==> src/rtl/daq_frame_pkg.sv <==
// Shared constants and types for the DCFEB frame receive path.
package daq_frame_pkg;

   localparam logic [3:0]  HDR_H_TAG = 4'hB;
   localparam logic [3:0]  HDR_L_TAG = 4'hC;
   localparam logic [15:0] CRC_POLY  = 16'h1021;
   localparam logic [15:0] CRC_INIT  = 16'hFFFF;

   // Encoding is exported on RX_STATE, so the codes are fixed.
   typedef enum logic [3:0] {
      ST_IDLE    = 4'd0,
      ST_HDR_L   = 4'd1,
      ST_SAMPLES = 4'd2,
      ST_CRC     = 4'd3,
      ST_DONE    = 4'd4,
      ST_ACK     = 4'd5,
      ST_DISCARD = 4'd6
   } rx_state_e;

   typedef struct packed {
      logic hdr;
      logic len;
      logic crc;
      logic tmo;
   } rx_err_t;

endpackage

==> src/rtl/crc16_word.sv <==
// Word-parallel CRC-16-CCITT step, MSB of the data word folded first.
// Shared with the transmitter-side CRC generator.
module crc16_word
   import daq_frame_pkg::*;
(
   input  logic [15:0] crc,
   input  logic [15:0] din,
   output logic [15:0] crc_nxt
);

   logic [15:0] c;
   logic        fb;

   // Unrolled 16-step serial LFSR.
   always_comb begin
      c  = crc;
      fb = 1'b0;
      for (int i = 15; i >= 0; i--) begin
         fb = c[15] ^ din[i];
         c  = {c[14:0], 1'b0} ^ (fb ? CRC_POLY : 16'h0000);
      end
      crc_nxt = c;
   end

endmodule

==> src/rtl/daq_frame_rx.sv <==
// Frame receiver: parses header/sample/CRC words, writes samples downstream,
// flags per-frame errors and returns TXACK or NAK to the sender.
module daq_frame_rx
   import daq_frame_pkg::*;
#(
   parameter int WORDS_PER_SMP = 96,
   parameter int ACK_LEN       = 4,
   parameter int TMO_CYCLES    = 1023
) (
   input  logic        CLK,
   input  logic        RST,
   input  logic [15:0] DIN,
   input  logic        DVALID,
   input  logic        DLAST,
   input  logic [6:0]  SAMP_MAX,
   output logic [23:0] L1A_NUM,
   output logic [15:0] SMP_DATA,
   output logic        SMP_WE,
   output logic [6:0]  SMP_NUM,
   output logic [6:0]  SEQ_NUM,
   output logic        FRAME_DONE,
   output logic        FRAME_OK,
   output logic        HDR_ERR,
   output logic        LEN_ERR,
   output logic        CRC_ERR,
   output logic        TMO_ERR,
   output logic        TXACK,
   output logic        NAK,
   output logic [3:0]  RX_STATE
);

   localparam int IDLE_W = $clog2(TMO_CYCLES + 1);

   rx_state_e         state, state_nxt;
   logic [15:0]       crc_q, crc_in, crc_nxt;
   logic [IDLE_W-1:0] idle_cnt;
   logic [6:0]        smp_cnt, seq_cnt, samp_max_q;
   logic [11:0]       l1a_h;
   logic [3:0]        ack_cnt;
   logic              frame_ok_q;
   rx_err_t           err, err_set;
   logic              err_clr, crc_fold, l1a_h_ld, l1a_ld, smp_max_ld, smp_wr, cnt_clr;
   logic              tmo_state, tmo_hit, last_word;

   assign tmo_state = (state == ST_HDR_L) || (state == ST_SAMPLES) ||
                      (state == ST_CRC)   || (state == ST_DISCARD);
   assign tmo_hit   = tmo_state && !DVALID && (idle_cnt == IDLE_W'(TMO_CYCLES - 1));
   assign last_word = (seq_cnt == 7'(WORDS_PER_SMP - 1)) && (smp_cnt == samp_max_q);

   // The H word restarts the CRC, so it folds into CRC_INIT instead of the register.
   assign crc_in = (state == ST_IDLE) ? CRC_INIT : crc_q;

   crc16_word u_crc (
      .crc     (crc_in),
      .din     (DIN),
      .crc_nxt (crc_nxt)
   );

   // Next state and per-cycle datapath strobes.
   always_comb begin
      state_nxt  = state;
      err_set    = '0;
      err_clr    = 1'b0;
      crc_fold   = 1'b0;
      l1a_h_ld   = 1'b0;
      l1a_ld     = 1'b0;
      smp_max_ld = 1'b0;
      smp_wr     = 1'b0;
      cnt_clr    = 1'b0;
      case (state)
         ST_IDLE: begin
            if (DVALID) begin
               err_clr = 1'b1;
               if (DIN[15:12] == HDR_H_TAG) begin
                  crc_fold   = 1'b1;
                  l1a_h_ld   = 1'b1;
                  smp_max_ld = 1'b1;
                  state_nxt  = ST_HDR_L;
               end else begin
                  err_set.hdr = 1'b1;
                  state_nxt   = ST_DISCARD;
               end
               if (DLAST) begin
                  err_set.len = 1'b1;
                  state_nxt   = ST_DONE;
               end
            end
         end
         ST_HDR_L: begin
            if (DVALID) begin
               if (DIN[15:12] == HDR_L_TAG) begin
                  l1a_ld    = 1'b1;
                  crc_fold  = 1'b1;
                  cnt_clr   = 1'b1;
                  state_nxt = ST_SAMPLES;
               end else begin
                  err_set.hdr = 1'b1;
                  state_nxt   = ST_DISCARD;
               end
               if (DLAST) begin
                  err_set.len = 1'b1;
                  state_nxt   = ST_DONE;
               end
            end else if (tmo_hit) begin
               err_set.tmo = 1'b1;
               state_nxt   = ST_DONE;
            end
         end
         ST_SAMPLES: begin
            if (DVALID) begin
               smp_wr   = 1'b1;
               crc_fold = 1'b1;
               if (last_word) state_nxt = ST_CRC;
               if (DLAST) begin
                  err_set.len = 1'b1;
                  state_nxt   = ST_DONE;
               end
            end else if (tmo_hit) begin
               err_set.tmo = 1'b1;
               state_nxt   = ST_DONE;
            end
         end
         ST_CRC: begin
            if (DVALID) begin
               err_set.crc = (DIN != crc_q);
               if (DLAST) begin
                  state_nxt = ST_DONE;
               end else begin
                  err_set.len = 1'b1;
                  state_nxt   = ST_DISCARD;
               end
            end else if (tmo_hit) begin
               err_set.tmo = 1'b1;
               state_nxt   = ST_DONE;
            end
         end
         ST_DONE: state_nxt = ST_ACK;
         ST_ACK: begin
            if (ack_cnt == 4'(ACK_LEN - 1)) state_nxt = ST_IDLE;
         end
         ST_DISCARD: begin
            if (DVALID && DLAST) begin
               state_nxt = ST_DONE;
            end else if (tmo_hit) begin
               err_set.tmo = 1'b1;
               state_nxt   = ST_DONE;
            end
         end
         default: state_nxt = ST_IDLE;
      endcase
   end

   // State register.
   always_ff @(posedge CLK or posedge RST) begin
      if (RST) state <= ST_IDLE;
      else     state <= state_nxt;
   end

   // Datapath registers driven by the strobes above.
   always_ff @(posedge CLK or posedge RST) begin
      if (RST) begin
         crc_q      <= CRC_INIT;
         idle_cnt   <= '0;
         smp_cnt    <= '0;
         seq_cnt    <= '0;
         samp_max_q <= '0;
         l1a_h      <= '0;
         ack_cnt    <= '0;
         frame_ok_q <= 1'b0;
         err        <= '0;
         L1A_NUM    <= '0;
         SMP_DATA   <= '0;
         SMP_WE     <= 1'b0;
         SMP_NUM    <= '0;
         SEQ_NUM    <= '0;
      end else begin
         SMP_WE <= smp_wr;
         if (crc_fold)   crc_q      <= crc_nxt;
         if (l1a_h_ld)   l1a_h      <= DIN[11:0];
         if (l1a_ld)     L1A_NUM    <= {l1a_h, DIN[11:0]};
         if (smp_max_ld) samp_max_q <= SAMP_MAX;
         if (cnt_clr) begin
            smp_cnt <= '0;
            seq_cnt <= '0;
            SMP_NUM <= '0;
            SEQ_NUM <= '0;
         end
         if (smp_wr) begin
            SMP_DATA <= DIN;
            SMP_NUM  <= smp_cnt;
            SEQ_NUM  <= seq_cnt;
            if (seq_cnt == 7'(WORDS_PER_SMP - 1)) begin
               seq_cnt <= '0;
               smp_cnt <= smp_cnt + 7'd1;
            end else begin
               seq_cnt <= seq_cnt + 7'd1;
            end
         end
         if (tmo_state && !DVALID) idle_cnt <= idle_cnt + IDLE_W'(1);
         else                      idle_cnt <= '0;
         err <= err_clr ? err_set : rx_err_t'(err | err_set);
         if (state == ST_DONE) frame_ok_q <= ~|err;
         if (state == ST_ACK) ack_cnt <= ack_cnt + 4'd1;
         else                 ack_cnt <= '0;
      end
   end

   assign FRAME_DONE = (state == ST_DONE);
   assign FRAME_OK   = (state == ST_DONE) ? ~|err : frame_ok_q;
   assign TXACK      = (state == ST_ACK) &&  frame_ok_q;
   assign NAK        = (state == ST_ACK) && !frame_ok_q;
   assign HDR_ERR    = err.hdr;
   assign LEN_ERR    = err.len;
   assign CRC_ERR    = err.crc;
   assign TMO_ERR    = err.tmo;
   assign RX_STATE   = state;

endmodule

==> config.mk <==
export PLATFORM = sky130hd
export DESIGN_NAME = daq_frame_rx
export DESIGN_NICKNAME = d
export VERILOG_FILES = /design/src/rtl/daq_frame_pkg.sv /design/src/rtl/crc16_word.sv /design/src/rtl/daq_frame_rx.sv
export SDC_FILE = /design/constraint.sdc
export NUM_CORES = 1
export LEC_CHECK = 0
export BUFFER_PORTS_ARGS = -buffer_cell sky130_fd_sc_hd__buf_2
export CAP_MARGIN = 20
export CORE_UTILIZATION = 35
export CTS_BUF_LIST = sky130_fd_sc_hd__clkbuf_16
export DETAILED_ROUTE_END_ITERATION = 12
export HOLD_SLACK_MARGIN = 0.12
export PLACE_DENSITY_LB_ADDON = 0.15
export SYNTH_ARGS = -nofsm -noshare
export SYNTH_HDL_FRONTEND = slang
export SYNTH_HIERARCHICAL = 1
export SYNTH_SLANG_ARGS = --single-unit
==> constraint.sdc <==
create_clock -name CLK -period 4.9 [get_ports CLK]
set_clock_uncertainty 0.15 [all_clocks]
set_input_delay 0.98 -clock CLK [delete_from_list [all_inputs] [get_ports CLK]]
set_output_delay 0.98 -clock CLK [all_outputs]
set_load 0.05 [all_outputs]
; Word level (Yosys, flattened, before mapping)
; Index checks and enable logic that the tools add are counted.
[word_totals]
ff_bits = 127
output_inout_bits = 67
elab_cells = 157
[op_classes]
addsub = 4
n_eq_ne = 16
muxes = 69
bitwise = 33
n_reduce_logical = 17
[op_table]
columns = op, n
row1 = 16-bit bitwise XOR, 16
row2 = 13-bit two-way mux, 16
row3 = 7-bit two-way mux, 8
row4 = 4-bit two-way mux, 13
row5 = 4-bit case mux with 7 select lines, 1
row6 = 1-bit two-way mux, 19
row7 = 16-bit two-way mux, 1
row8 = 16-bit inequality test, 1
row9 = 1-bit bitwise XOR, 16
row10 = 7-bit by 1-bit adder with 7-bit output (second input constant), 2
row11 = 4-bit by 2-bit equality test with 1-bit output (second input constant), 3
row12 = 4-bit by 3-bit equality test with 1-bit output (second input constant), 3
row13 = 10-bit by 1-bit adder with 10-bit output (second input constant), 1
row14 = 10-bit equality test (second input constant), 1
row15 = 10-bit two-way mux, 1
row16 = 4-bit equality test (second input constant), 2
row17 = 2-bit two-way mux, 4
row18 = 7-bit equality test, 1
row19 = 7-bit equality test (second input constant), 1
row20 = 1-bit logical AND, 6
row21 = 3-bit two-way mux, 2
row22 = 4-bit by 1-bit adder with 4-bit output (second input constant), 1
row23 = 4-bit by 1-bit equality test with 1-bit output (second input constant), 1
row24 = 4-bit zero test, 1
row25 = other kinds (12), 18

; Depth between registers and ports, before layout
; Gate-level depths: netlist of run 1.
[logic_depth]
word_depth = 50
depth_mapped = 9
depth_no_buf = 7

; Modules after synthesis
; The synthesis of run 1 kept the hierarchy.
[modules_own_cells]
columns = mod, n_inst, cells_each, area_per_inst_um2
row1 = daq_frame_rx, 1, 484, 5629.1
row2 = crc16_word, 1, 51, 560.5

; Worst setup path after synthesis of run 1
; OpenSTA, ideal clock, no wires.
[synth_path]
kind = register to register
start = register state[0] (netlist: RX_STATE[0])
end = register crc_q[7]
setup_ps = 85
arrival_time_ps = 3257
t_required_ps = 4665
slack_ps = 1408
path_stages_with_launch = 10
n_path_buf = 2
period_less_slack_ps = 3492
cell_sequence = dfrtp_1 > buf_2 > nor4_1 > clkbuf_1 > or2_2 > xor2_2 > xnor3_2 > xnor2_4 > xor2_1 > mux2_1
[synth_between]
elab_chain_len = 26
[synth_lines]
columns = item, line_no
row1 = from (decl), daq_frame_rx.sv:34  ; rx_state_e state, state_nxt;
row2 = from (signal assigned), daq_frame_rx.sv:156  ; else state <= state_nxt;
row3 = 4-bit zero test, daq_frame_rx.sv:51  ; assign crc_in = (state == ST_IDLE) ? CRC_INIT : crc_q;
row4 = 16-bit two-way mux, daq_frame_rx.sv:51
row5 = via crc_in[14], daq_frame_rx.sv:35  ; logic [15:0] crc_q, crc_in, crc_nxt;
row6 = 16-bit bitwise XOR, crc16_word.sv:20  ; c = {c[14:0], 1'b0} ^ (fb ? CRC_POLY : 16'h0000);
row7 = 1-bit bitwise XOR, crc16_word.sv:19  ; fb = c[15] ^ din[i];
row8 = 13-bit two-way mux, crc16_word.sv:20
row9 = 16-bit bitwise XOR (4 in series), crc16_word.sv:20
row10 = 1-bit bitwise XOR, crc16_word.sv:19
row11 = 13-bit two-way mux, crc16_word.sv:20
row12 = 16-bit bitwise XOR (4 in series), crc16_word.sv:20
row13 = 1-bit bitwise XOR, crc16_word.sv:19
row14 = 13-bit two-way mux, crc16_word.sv:20
row15 = 16-bit bitwise XOR (4 in series), crc16_word.sv:20
row16 = 1-bit bitwise XOR, crc16_word.sv:19
row17 = 13-bit two-way mux, crc16_word.sv:20
row18 = 16-bit bitwise XOR (3 in series), crc16_word.sv:20
row19 = via crc_nxt[7], daq_frame_rx.sv:35
row20 = to (signal assigned), daq_frame_rx.sv:178  ; if (crc_fold) crc_q <= crc_nxt;
row21 = to (decl), daq_frame_rx.sv:35
; The timed path passes the listed nets, and every way through them passes these cells.
; A chain may end at the register's enable or synchronous reset.

; Worst setup path in the final report of run 1
[layout_path]
start = register state[1] (netlist: RX_STATE[1])
end = register crc_q[5]
[layout_between]
elab_chain_len = 26
[layout_lines]
columns = item, line_no
row1 = 4-bit zero test, daq_frame_rx.sv:51
row2 = 16-bit two-way mux, daq_frame_rx.sv:51
row3 = via crc_in[12], daq_frame_rx.sv:35
row4 = 16-bit bitwise XOR (3 in series), crc16_word.sv:20
row5 = 1-bit bitwise XOR, crc16_word.sv:19
row6 = 13-bit two-way mux, crc16_word.sv:20
row7 = 16-bit bitwise XOR (4 in series), crc16_word.sv:20
row8 = 1-bit bitwise XOR, crc16_word.sv:19
row9 = 13-bit two-way mux, crc16_word.sv:20
row10 = 16-bit bitwise XOR (4 in series), crc16_word.sv:20
row11 = 1-bit bitwise XOR, crc16_word.sv:19
row12 = 13-bit two-way mux, crc16_word.sv:20
row13 = 16-bit bitwise XOR (4 in series), crc16_word.sv:20
row14 = 1-bit bitwise XOR, crc16_word.sv:19
row15 = 13-bit two-way mux, crc16_word.sv:20
row16 = 16-bit bitwise XOR, crc16_word.sv:20
row17 = via crc_nxt[5], daq_frame_rx.sv:35
; The timed path passes the listed nets, and every way through them passes these cells.

==> metrics.yaml, run 1 <==
final_layout:
  diodes: 0
  drive_gt1_share_pct: 34.5
  nFillCells: 1678
  syn_to_final_growth_pct: 20.1
  fin_cells: 869
  multi_input_area_um2: 2840
  regArea_um2: 3200
  nets: 663
sta:
  finalHoldViolCount: 0
  setup_ws_ps: 1670
  post-route-period-util_pct: 66.0
  max_freq_ghz: 0.309
  tightest_slew_ps: 858
  period_needed_ps: 3230
  setup_violations: 0
  rsz0062_at_grt: "no"
  setup_tns_ps: 0
  slew_viol_final: 0
  relSlewSlack_pct: 42.8
logic_synthesis:
  syn_inst: 535
  ys.flop_type: "dfrtp_1"
  synth_xor_area_share_pct: 13.6
  synthTopCellsByCount: "111 x dfrtp_1, 68 x nand2_1, 50 x mux2_2, 40 x xnor2_1, 34 x xor2_1"
  synth_compound_area_share_pct: 6.15
  yosysMostFrequentCell: "dfrtp_1"
  synthAdderAreaFrac_pct: 1.01
  synth-seq-area-share_pct: 51.7
  synth_area_leaders: "dfrtp_1 45%, mux2_2 9.1%, dfstp_2 6.8%, xnor2_1 5.7%, xor2_1 4.8%"
  syn-mean-instance-area_um2: 11.6
  yosysTopAreaCell: "dfrtp_1"
  synthArstFlopShare_pct: 100
  synth-simple-area-share_pct: 13.9
  ys_ff_latch: 127
  synth_cell_type_count: 55
  synth_area_um2: 6190
  muxShareOfSynthArea_pct: 11.1
  synth_fp_nets: 567
  synth_warnings: 6
  synth_top_family_by_area: "simple AND/OR/NAND/NOR gates"
  synth_edf_count: 0
  yosysTopAreaCellShare_pct: 44.9
critical_path:
  worstPathCellList: "nor4_2 > buf_4 > or2_2 > xnor2_1 > xor2_1 > xnor3_1 > xnor2_1 > mux2_1"
  cpPeakStageDelay_ps: 660
  cp_slowest_cell: "dfrtp_1"
  crit_path_frequent_cell: "xnor2_1"
  worstPathRequired_ps: 5090
  end_kind: "flop"
  crit_fanout: 19
  cp.arrival_ps: 3420
  worst-setup-path-type: "reg2reg"
  critPathLaunchType: "flop"
routing:
  routedWlPerCell_um: 17.3
  vias: 4319
  drtIter0Drc: 244
  viasPerCell: 4.97
  routed_wl_um: 15100
  ant_nets: 0
  firstDrtPassIters: 4
  route.detailed.drc: 0
pwr:
  leakagePower_uw: 0.00370
  sw_frac_of_total_pct: 33.9
  max-vdd-ir-drop_mv: 0.272
  internal_power_uw: 2630
  switchingPower_uw: 1350
  power_frac_comb_pct: 35.1
  clkPwrFrac_pct: 30.0
  seqPwrFrac_pct: 35.0
  power_density_nw_per_um2: 535
clock_network:
  cts-root-buf: "clkbuf_16"
  clock_path_buffers: 2
  clock_sinks: 127
  numCtsBuffers: 17
  cts_tree: "done"
  clkTransAtPathRegs_ps: 60
  htreeDepth: 4
  postCtsSetupBuffers: 0
  clock_latency_ps: 420
  cts_resized: 0
  cts_hold_buf: 0
worst_hold_path:
  hold_path.class: "reg2reg"
placement:
  portBuffers: 93
  place_ws_ps: 1610
  gp_congestion: 0.808
  place_inst: 837
  hpwl_um: 10600
floorplanning:
  die-width_um: 135
  num_rows: 48
  start_util_pct: 35.8
  dieHeight_um: 135
  core_area_um2: 17300
  ios: 94
  die_area_um2: 18200
global_routing:
  grt_overflow_total: 0
  grt_pass1_vias: 4359
  grt_pass1_wl_um: 24300
  antenna_found_initial: 0
  grt_start_max_net_pins: 55
  grt_use_total_pct: 17.8
run_status:
  status: "complete, no violations"
run:
  cap_violations: 0
## worst max-delay path: cells and delay by family (launching register included)
kind                   cells  cell delay (ps)
flip-flops                 1              660
AND/OR/NAND/NOR            2              390
multiplexers               1              300
XOR/XNOR                   4             1420
buffers and inverters      1              220
## final timing paths
kind,startpoint,to,slack (ps),cells after the start
setup / recovery,RX_STATE[1],crc_q[5],1670,8
hold / removal,ack_cnt[0],ack_cnt[0],310,1
setup reg to reg,RX_STATE[1],crc_q[5],1670,8
hold reg to reg,ack_cnt[0],ack_cnt[0],310,1
max in group asynchronous,RST,SMP_NUM[2],3080,3
min in group asynchronous,RST,L1A_NUM[12],520,2
## cell families after synthesis
family                     count (synthesis)
buffers and inverters                     31
AOI/OAI and AO/OA                         57
and+or+nand+nor                          170
other                                      1
xor gates and xnor gates                  83
DFF                                      127
adders and majority gates                  5
muxes                                     61
## stage by stage
step                      total power [µW]  hold slack (ps)  util, %  instance area, µm²
after floorplan                       2540              283        -                6190
after global placement                2780              303     39.7                6870
after detailed placement              2800              307     39.7                6870
after CTS                             4030              318     43.0                7430
after global routing                  4200              344     43.0                7430
final                                 3980              310     43.0                7430
## power groups by stage
stage / sequential (µW) / clock (µW) / combinational [µW]
3_3_place_gp: 1400 / 0 / 1380
2_1_floorplan: 1570 / 0 / 979
4_1_cts: 1390 / 1220 / 1410
6_report: 1390 / 1190 / 1400
3_5_place_dp: 1410 / 0 / 1400
5_1_grt: 1410 / 1270 / 1510
## cells in the final DEF, fill, tap and decap left out, drive strengths merged, types with 2 or more instances in the layout
cell type and n:
or3 4, nor4 6, nand3 12, nor3 5
xor3 2, clkinvlp 3, and3 7, dfstp 16
dfrtp 111, a22o 15, buf 100, nand2 69
nor3b 2, o22ai 4, xnor3 3, a21oi 9
clkbuf 17, nand2b 3, inv 11, nor2b 5
bufinv 2, a311oi 3, or2 16, o31ai 2
mux2 60, o21ai 18, xor2 36, ha 5
clkinv 7, nand4 7, xnor2 42, and2 7
nor2 21
## registers in the layout, indices dropped and copies added (netlist names)
name and count:
smp_cnt 7, RX_STATE 4, SMP_DATA 16, TMO_ERR 1, CRC_ERR 1, idle_cnt 10
l1a_h 12, crc_q 16, samp_max_q 7, seq_cnt 7, LEN_ERR 1, ack_cnt 4
SMP_NUM 7, frame_ok_q 1, L1A_NUM 24, HDR_ERR 1, SEQ_NUM 7, SMP_WE 1
## area by class of cell
cell class	instances	share of cell area, %
Clock buffer	17	5.72
Clock inverter	15	1.78
Inverter	8	0.438
Multi-Input combinational cell	377	38.3
Sequential cell	127	43.0
Tap cell	225	3.79
Timing Repair Buffer	100	6.97
## routing by layer
metal | routed length, µm | track usage [%] | vias to the layer above
met1 | 7070 | 23.2 | 2163
met5 | 0 | 0 | -
met2 | 7160 | 28.3 | 109
li1 | - | - | 2035
met3 | 690 | 5.03 | 12
met4 | 140 | 6.18 | 0
No activity file was read; power rests on OpenSTA's default activity.
==> inputs of run 2 (changes only) <==
--- a/config.mk
+++ b/config.mk
@@ -5,6 +5,7 @@
 export SDC_FILE = /design/constraint.sdc
 export NUM_CORES = 1
 export LEC_CHECK = 0
+export ABC_AREA = 1
 export BUFFER_PORTS_ARGS = -buffer_cell sky130_fd_sc_hd__buf_2
 export CAP_MARGIN = 20
 export CORE_UTILIZATION = 35
==> constraint.sdc (replaced) <==
create_clock -name CLK -period 3.2 [get_ports CLK]
set_clock_uncertainty 0.15 [all_clocks]
set_input_delay 0.64 -clock CLK [delete_from_list [all_inputs] [get_ports CLK]]
set_output_delay 0.64 -clock CLK [all_outputs]
set_load 0.05 [all_outputs]
==> run 2 against run 1 <==
Net effect:
- the run now ends with design-rule violations left
- non-clock buffer count increased by 2
- die area rose by 5.0%
- final area is 5.3% higher
- final cell count rose by 32%
- total power up 110%
- via count is 21% higher
- worst setup slack lost 1300 ps
- register-to-register slack got worse by 1000 ps
- critical path depth is 2 lower
- clock power increased by 60%
- clock-buffer cell count did not move
==> metrics.yaml, run 2 <==
run_status:
  status: "finished with violations"  # was complete, no violations
  violations: "design-rule violations"
logic_synthesis:
  synth_top_family_by_area: "simple AND/OR/NAND/NOR gates"  # unchanged
  synth-seq-area-share_pct: 49.2  # was 51.7%
  synth_area_leaders: "dfrtp_1 43%, nand2_1 14%, o21ai_0 6.8%, dfstp_2 6.5%, inv_1 5.5%"  # was dfrtp_1 45%, mux2_2 9.1%, dfstp_2 6.8%, xnor2_1 5.7%, xor2_1 4.8%
  syn-mean-instance-area_um2: 8.08  # was 11.6 µm²
  synth_cell_type_count: 37  # was 55
  yosysTopAreaCellShare_pct: 42.7  # was 44.9%
  synthArstFlopShare_pct: 100  # unchanged
  synth-simple-area-share_pct: 25.0  # was 13.9%
  yosysTopAreaCell: "dfrtp_1"  # unchanged
  ys.flop_type: "dfrtp_1"  # unchanged
  synth_edf_count: 0  # unchanged
  synth_xor_area_share_pct: 7.08  # was 13.6%
  yosysMostFrequentCell: "nand2_1"  # was dfrtp_1
  synth_compound_area_share_pct: 8.81  # was 6.15%
  synthTopCellsByCount: "244 x nand2_1, 111 x dfrtp_1, 96 x inv_1, 88 x o21ai_0, 48 x nor2_1"  # was 111 x dfrtp_1, 68 x nand2_1, 50 x mux2_2, 40 x xnor2_1, 34 x xor2_1
  synth_area_um2: 6500  # was 6190 µm²
  muxShareOfSynthArea_pct: 1.56  # was 11.1%
  syn_inst: 805  # was 535
  ys_ff_latch: 127  # unchanged
  synth_warnings: 6  # unchanged
  synth_fp_nets: 837  # was 567
  synthAdderAreaFrac_pct: 0.962  # was 1.01%
final_layout:
  diodes: 0  # unchanged
  top_register: "L1A_NUM"  # unchanged
  finalInstanceArea_um2: 7820  # was 7430 µm²
  layout_top_registers: "L1A_NUM x24, SMP_DATA x16, crc_q x16"  # unchanged
  utilization_pct: 43.2  # was 43.0%
  drive_gt1_share_pct: 20.4  # was 34.5%
  syn_to_final_growth_pct: 20.2  # was 20.1%
  final_common_cell: "nand2_1"  # was dfrtp_1
  nets: 937  # was 663
  largest_reg_flops: 24  # unchanged
  final_cell_mix: "244 x nand2_1, 111 x dfrtp_1, 95 x inv_1, 93 x buf_2, 87 x o21ai_0"  # was 111 x dfrtp_1, 93 x buf_2, 68 x nand2_1, 50 x mux2_2, 40 x xnor2_1
sta:
  relSlewSlack_pct: 53.0  # was 42.8%
  rsz0062_at_grt: "no"  # unchanged
  slew_viol_final: 0  # unchanged
  setup_ws_ps: 402  # was 1670 ps
  setup_tns_ps: 0  # unchanged
  post-route-period-util_pct: 87.4
  finalHoldViolCount: 0  # unchanged
  tightest_slew_ps: 703  # was 858 ps
  max_freq_ghz: 0.357
  setup_violations: 0  # unchanged
  period_needed_ps: 2800
routing:
  routed_wl_um: 15700  # was 15,100 µm
  drtIter0Drc: 300  # was 244
  firstDrtPassIters: 8  # was 4
  ant_nets: 0  # unchanged
  viasPerCell: 4.57  # was 4.97
  route.detailed.drc: 15  # was 0
  vias: 5244  # was 4,319
  routedWlPerCell_um: 13.7  # was 17.3 µm
floorplanning:
  ios: 94  # unchanged
  die_area_um2: 19100  # was 18,200 µm²
  start_util_pct: 36.0  # was 35.8%
  core_area_um2: 18100  # was 17,300 µm²
  num_rows: 49  # was 48
  dieHeight_um: 138  # was 135 µm
  die-width_um: 138  # was 135 µm
clock_network:
  cts_resized: 0  # unchanged
  clock_sinks: 127  # unchanged
  htreeDepth: 4  # unchanged
  clock_path_buffers: 2  # unchanged
  clock_latency_ps: 410  # was 420 ps
  postCtsSetupBuffers: 0  # unchanged
  numCtsBuffers: 17  # unchanged
  cts-root-buf: "clkbuf_16"  # unchanged
  cts_tree: "done"  # unchanged
  cts_hold_buf: 0  # unchanged
  clkTransAtPathRegs_ps: 60  # about the same
placement:
  place_ws_ps: 658  # was 1610 ps
  gp_congestion: 0.828  # was 0.808
  hpwl_um: 11800  # was 10,600 µm
  portBuffers: 93  # unchanged
  dpl_cell_area_um2: 7230  # was 6870 µm²
global_routing:
  grt_use_total_pct: 17.7  # was 17.8%
  grt_start_max_net_pins: 47  # was 55
  grt_pass1_wl_um: 26600  # was 24,300 µm
  grt_pass1_vias: 5149  # was 4,359
  antenna_found_initial: 0  # unchanged
  grt_overflow_total: 0  # unchanged
worst_hold_path:
  hold_path.class: "in2async"  # was reg2reg
pwr:
  leakagePower_uw: 0.00410  # was 0.00370 µW
  max-vdd-ir-drop_mv: 0.437  # was 0.272 mV
  power_uw: 8250  # was 3980 µW
  power_density_nw_per_um2: 1050  # was 535 nW/µm²
critical_path:
  worst-setup-path-type: "reg2out"  # was reg2reg
  crit_fanout: 8  # was 19
  worstPathRequired_ps: 2410  # was 5090 ps
  critPathLaunchType: "flop"  # unchanged
  end_kind: "output pin"  # was flop
  cp.arrival_ps: 2010  # was 3420 ps
run:
  cap_violations: 0  # unchanged
## run 2: changes by cell type after synthesis, moves of 14 or more
cell	delta
a22o_1	-14
inv_1	+88
mux2_2	-49
nand2_1	+176
nand2_2	+14
nand3_1	+34
nor2_1	+27
o21ai_0	+70
or2_2	-14
xnor2_1	-15
## run 2: worst paths after layout
kind                                  to  slack, ps  cells past startpoint        start
setup / recovery                FRAME_OK        400                      6  RX_STATE[0]
min in group CLK              ack_cnt[0]        310                      1   ack_cnt[0]
hold / removal             samp_max_q[2]        180                      2          RST
hold reg to reg               ack_cnt[0]        310                      1   ack_cnt[0]
max in group asynchronous      crc_q[12]       1990                      3          RST
setup reg to reg                crc_q[7]        620                     14  RX_STATE[0]
## run 2: kinds of logic (layout without fill, tap and decap cells)
| family | count (synthesis) | in the layout |
|---|---|---|
| simple gates | 382 | 382 |
| flops | 127 | 127 |
| other cells | 1 | 1 |
| fa+ha+maj | 5 | 5 |
| xor+xnor | 50 | 50 |
| compound gates | 112 | 112 |
| buf+inv | 121 | 234 |
| mux | 7 | 7 |
## run 2: final cells by class
type | instances | area [µm²]
clock inverters | 15 | 161
well taps | 229 | 287
multi-input cells | 557 | 2830
flip-flops and latches | 127 | 3200
inverters | 100 | 379
clock buffers | 17 | 425
fillers | 1846 | 10300
repair buffers | 102 | 546
## run 2: stage by stage
step	hold WS [ps]	instances
6_report	183	1147
5_1_grt	229	1147
4_1_cts	200	1147
3_5_place_dp	304	1115
3_3_place_gp	305	1115
2_1_floorplan	283	805
## run 2: routing by layer
metal  global-route usage (%)  vias to the layer above  routed length [µm]
met3                     4.64                       13                 693
met5                        0                        -                   0
met1                     23.9                     2409                7560
met2                     28.2                       89                7340
met4                     4.26                        0                 140
li1                         -                     2733                   -
## run 2: critical path, cell delays in order, from the launching register on
cell and delay, ps:
dfrtp_1 480, nor2_4 190, inv_1 80, nor2_1 310
nand3_1 120, o21ai_1 130, buf_2 290
## run 2: power by group
part           leakage, µW  switching (µW)  total [µW]  internal, µW
clock             0.000272             749        1900          1150
combinational      0.00221            2650        3810          1150
sequential         0.00161             353        2540          2180
